$ cat config.mk
export PLATFORM = sky130hd
export DESIGN_NAME = instr_fetch
export DESIGN_NICKNAME = d
export VERILOG_FILES = /design/src/rtl/instr_fetch.sv
export SDC_FILE = /design/constraint.sdc
export NUM_CORES = 1
export LEC_CHECK = 0
export BUFFER_PORTS_ARGS = -buffer_cell sky130_fd_sc_hd__buf_2
export CAP_MARGIN = 20
export CORE_UTILIZATION = 47
export DETAILED_ROUTE_END_ITERATION = 16
export PLACE_DENSITY = 0.79
export SYNTH_ARGS = -nofsm -noshare
export SYNTH_HDL_FRONTEND = slang
export SYNTH_SLANG_ARGS = --single-unit
$ cat constraint.sdc
create_clock -name CLK -period 1.88 [get_ports CLK]
set_input_delay 0.188 -clock CLK [delete_from_list [all_inputs] [get_ports CLK]]
set_output_delay 0.188 -clock CLK [all_outputs]
set_load 0.02 [all_outputs]
$ cat src/rtl/instr_fetch.sv
// instr_fetch: fetch stage holding the PC, the fetch register and the start/done handshake.
// Optional run-cycle counter on cycle_count is built only when FETCH_CYCLE_COUNT_EN is defined.
module instr_fetch #(
  parameter int unsigned        PC_W       = 10,
  parameter int unsigned        INSTR_W    = 9,
  parameter logic [PC_W-1:0]    START_ADDR = '0,
  parameter logic [INSTR_W-1:0] NOP_WORD   = '0
) (
  input  logic               CLK,
  input  logic               reset_n,
  input  logic               start,
  input  logic               stall,
  input  logic               halt,
  input  logic               branch_taken,
  input  logic [PC_W-1:0]    branch_target,
  output logic [PC_W-1:0]    imem_addr,
  input  logic [INSTR_W-1:0] imem_data,
  output logic [INSTR_W-1:0] instr,
  output logic               instr_valid,
  output logic [PC_W-1:0]    pc,
  output logic               done,
  output logic [15:0]        cycle_count
);

  localparam int unsigned CNT_W = 16;

  typedef enum logic [1:0] {
    S_IDLE   = 2'd0,
    S_RUN    = 2'd1,
    S_HALTED = 2'd2
  } state_e;

  state_e               state_q, state_d;
  logic [PC_W-1:0]      fetch_pc_q, fetch_pc_d;
  logic [INSTR_W-1:0]   instr_q, instr_d;
  logic [PC_W-1:0]      pc_q, pc_d;
  logic                 valid_q, valid_d;
  logic                 done_q, done_d;

  logic                 advance;
  logic                 take_halt;
  logic                 take_branch;
  logic                 launch;

  // Control qualifiers: a stalled or bubble cycle never acts on halt/branch.
  always_comb begin
    advance     = (state_q == S_RUN) && !stall;
    take_halt   = advance && valid_q && halt;
    take_branch = advance && valid_q && branch_taken && !halt;
    launch      = (state_q != S_RUN) && start;
  end

  // State register
  always_ff @(posedge CLK or negedge reset_n) begin
    if (!reset_n) begin
      state_q <= S_IDLE;
    end else begin
      state_q <= state_d;
    end
  end

  // Next-state logic
  always_comb begin
    state_d = state_q;
    unique case (state_q)
      S_IDLE: begin
        if (start) state_d = S_RUN;
      end
      S_RUN: begin
        if (take_halt) state_d = S_HALTED;
      end
      S_HALTED: begin
        if (start) state_d = S_RUN;
      end
      default: state_d = S_IDLE;
    endcase
  end

  // Datapath next values: priority halt > branch > sequential fetch.
  always_comb begin
    fetch_pc_d = fetch_pc_q;
    instr_d    = instr_q;
    pc_d       = pc_q;
    valid_d    = valid_q;
    done_d     = (state_d == S_HALTED);
    if (launch) begin
      fetch_pc_d = START_ADDR;
      valid_d    = 1'b0;
    end else if (advance) begin
      if (take_halt) begin
        valid_d = 1'b0;
      end else if (take_branch) begin
        fetch_pc_d = branch_target;
        instr_d    = NOP_WORD;
        valid_d    = 1'b0;
      end else begin
        instr_d    = imem_data;
        pc_d       = fetch_pc_q;
        valid_d    = 1'b1;
        fetch_pc_d = fetch_pc_q + PC_W'(1);
      end
    end
  end

  // Datapath registers
  always_ff @(posedge CLK or negedge reset_n) begin
    if (!reset_n) begin
      fetch_pc_q <= START_ADDR;
      instr_q    <= NOP_WORD;
      pc_q       <= START_ADDR;
      valid_q    <= 1'b0;
      done_q     <= 1'b0;
    end else begin
      fetch_pc_q <= fetch_pc_d;
      instr_q    <= instr_d;
      pc_q       <= pc_d;
      valid_q    <= valid_d;
      done_q     <= done_d;
    end
  end

  assign imem_addr   = fetch_pc_q;
  assign instr       = instr_q;
  assign instr_valid = valid_q;
  assign pc          = pc_q;
  assign done        = done_q;

`ifdef FETCH_CYCLE_COUNT_EN
  logic [CNT_W-1:0] cnt_q, cnt_d;

  // Counts every RUN cycle (stalls and bubbles included), saturating.
  always_comb begin
    cnt_d = cnt_q;
    if (launch) begin
      cnt_d = '0;
    end else if ((state_q == S_RUN) && (cnt_q != {CNT_W{1'b1}})) begin
      cnt_d = cnt_q + CNT_W'(1);
    end
  end

  always_ff @(posedge CLK or negedge reset_n) begin
    if (!reset_n) begin
      cnt_q <= '0;
    end else begin
      cnt_q <= cnt_d;
    end
  end

  assign cycle_count = cnt_q;
`else
  assign cycle_count = CNT_W'(0);
`endif

endmodule

==> metrics <==
status finished clean; Fin. Hold Viols 0; clk root buf clkbuf_4; vias in the first global route 1261; Routed WL 3437 um; flops & latches, synth 33; met2 wire len 1615 um; YS warnings 0; fin nets 242; Final Non-Filler Cells 263; crit end category register; GR Overflow Total 0; Worst-Margin Slew 0.7106 ns; Leak Pwr 1.017 nW; clock buffer depth 2; Total Routing Usage GR 20.74%; Final Max Tran Viols 0; number of synthesized flops with an enable pin 0; Post-Syn Area 0.001695 mm2; R2R Path End pc[2]; HP Class in -> reg; DR vias 1350; r2r setup slk 0.18 ns; total of max-cap violations 0; Post-synth ARST share 100.0%; CP peak stage delay 0.43 ns; DR top layer met4; Worst EP required 2.11 ns; RSZ-0062 raised after global routing no; Worst Path Arrival 1.93 ns; clock skew 0.005477 ns; CTS clk-pin slew, worst paths 0.09 ns; Syn Area/Cell 10.80 um2; proportion of layout cells with a drive suffix above 1 38.25%; Cells after Synth 157; end of the critical path pc[2]; pre-CTS setup slack 0.1894 ns; Die Y 62.06 um; clock power share 14.5%; H-tree depth 2; Die ar. 0.003851 mm2; Final setup viols 0; crit-path cells and4bb_4 > nor4b_4 > buf_12 > mux2_2; first-pass GRT wire length 5616 um; Post-DRT Antenna Nets 0; clock latency on the worst-skew pair 0.34 ns; post-layout worst setup margin 0.1781 ns; Setup crit start instr_valid; DP Wirelength 2480 um; # DRC 0; worst rel slew slack 52.63%; filler instances 299; Synth top cells by count dfrtp_1 (33), buf_4 (18), a21oi_1 (11); Cell Rows 21; CP Launch Type register; Die X 62.06 um; most frequent cell after synthesis dfrtp_1; Logic pwr share 45.3%; Initial DRT Pass Iterations 4; Via density 5.133; Num Clock Sinks 33; io pins 72; Synth top area share 48.71%; maximum vdd drop 0.7363 mV; power density over the cells 1291 mW/mm2; port buffer count 55; CP max-delay cell dfrtp_1; setup TNS 0 ns; Met3 Routed Length 287 um; pin count of the biggest net entering global routing 34; Placer Congestion 0.8787; share of the yosys chip area belonging to registers 48.71%; Tcrit/Tclk final 90.52%; Most used DFF post-synth dfrtp_1; Bufs and invs on worst path 1; Top delay family on crit path simple AND/OR/NAND/NOR gates; net switching power 1.081 mW; most area-consuming cells after synthesis dfrtp_1 (49%), buf_4 (8.0%), mux2_2 (6.6%); Critical Path Stages 4; DP Cell Count 254; routed len/inst 13.07 um; area grow syn2layout 19.56%; starting density of the core 50.02%; P_int 1.537 mW; Tot Pwr 2.617 mW; post-synth cell types 33; worst r2r src instr_valid; Antenna diodes 0; fin crit period 1.702 ns; Sw Ratio 41.29%; Flop pwr share 40.2%; TritonCTS Buffers 5; f_max 587.6 MHz; Worst Reg-to-Reg Cells 4; initial antenna violation count 0; wl on met1 1487 um; Core Region 0.003390 mm2; TritonCTS clock tree done; Synth area leader dfrtp_1; Setup CP Type reg -> reg; critical-path maximum fanout 18; initial drt markers 102
power groups by stage:
stage	clock [mW]	sequential [mW]	combinational, mW
2_1_floorplan	0	1.27	0.608
3_3_place_gp	0	1.06	1.16
3_5_place_dp	0	1.06	1.19
4_1_cts	0.387	1.05	1.18
5_1_grt	0.422	1.08	1.30
6_report	0.379	1.05	1.19
cells by family (layout without fill, tap and decap cells):
| family | Yosys count | in the layout | share of synthesized area [%] |
|---|---|---|---|
| multiplexers | 11 | 11 | 7.233 |
| AO/OA/AOI/OAI | 43 | 43 | 18.45 |
| AND/OR/NAND/NOR | 34 | 34 | 11.81 |
| flip-flops | 33 | 33 | 48.71 |
| buffers and inverters | 34 | 79 | 12.84 |
| adder cells (fa/ha/maj) | 1 | 1 | 0.7379 |
| other | 1 | 16 | 0.2212 |
final cells by class:
| cell class | count | area [um2] | share of cell area (%) |
|---|---|---|---|
| clock buffers | 8 | 48.80 | 2.407 |
| inverters | 10 | 37.54 | 1.852 |
| multi-input cells | 105 | 721.9 | 35.62 |
| flip-flops and latches | 33 | 825.8 | 40.74 |
| well taps | 46 | 57.56 | 2.840 |
| repair buffers | 61 | 335.3 | 16.54 |
layer usage:
layer,up-vias,track usage (%)
li1,646,-
met3,7,7.246
met4,0,7.619
met5,-,0
met2,64,34.04
met1,633,25.20
timing repair:
item	4_1_cts	5_1_grt
resized for setup	0	1
setup endpoints to repair	0	1
buffers inserted	0	0
endpoints found under the hold margin	33	0
hold buffers	1	0
worst min-delay path by stage:
stage / start / endpoint / cells after the start
2_1_floorplan: reset_n / done / 0
5_1_grt: imem_data[8] / instr[8] / 2
3_3_place_gp: reset_n / pc[6] / 1
6_report: imem_data[0] / instr[0] / 2
4_1_cts: imem_data[8] / instr[8] / 2
3_5_place_dp: reset_n / pc[6] / 1
stage by stage:
stage               hold WS (ns)  util, %  cell area, um2
global route             0.04202    59.80            2027
detailed placement        0.2885    57.92            1963
finish                   0.06228    59.80            2027
floorplan                -0.1076        -            1752
CTS                      0.05113    59.65            2022
global placement          0.2770    57.92            1963
state kept, by name, indices dropped and copies added (netlist names):
name         flops
instr            9
imem_addr       10
instr_valid      1
pc              10
state_q          2
done             1
layout by cell type, fill, tap and decap left out, types with 2 or more instances in the layout:
cell,n
nor2_1,3
nand3_1,10
o22ai_1,5
o21ai_0,4
o22ai_2,3
mux2_2,10
a211oi_1,2
inv_1,10
conb_1,16
or3_1,3
nor2b_1,2
buf_4,4
clkbuf_4,5
nand2_1,7
clkbuf_1,3
a22o_1,9
buf_2,55
o31a_1,6
a21oi_1,11
dfrtp_1,33
Note: power is estimated with default switching activity, not from simulation.
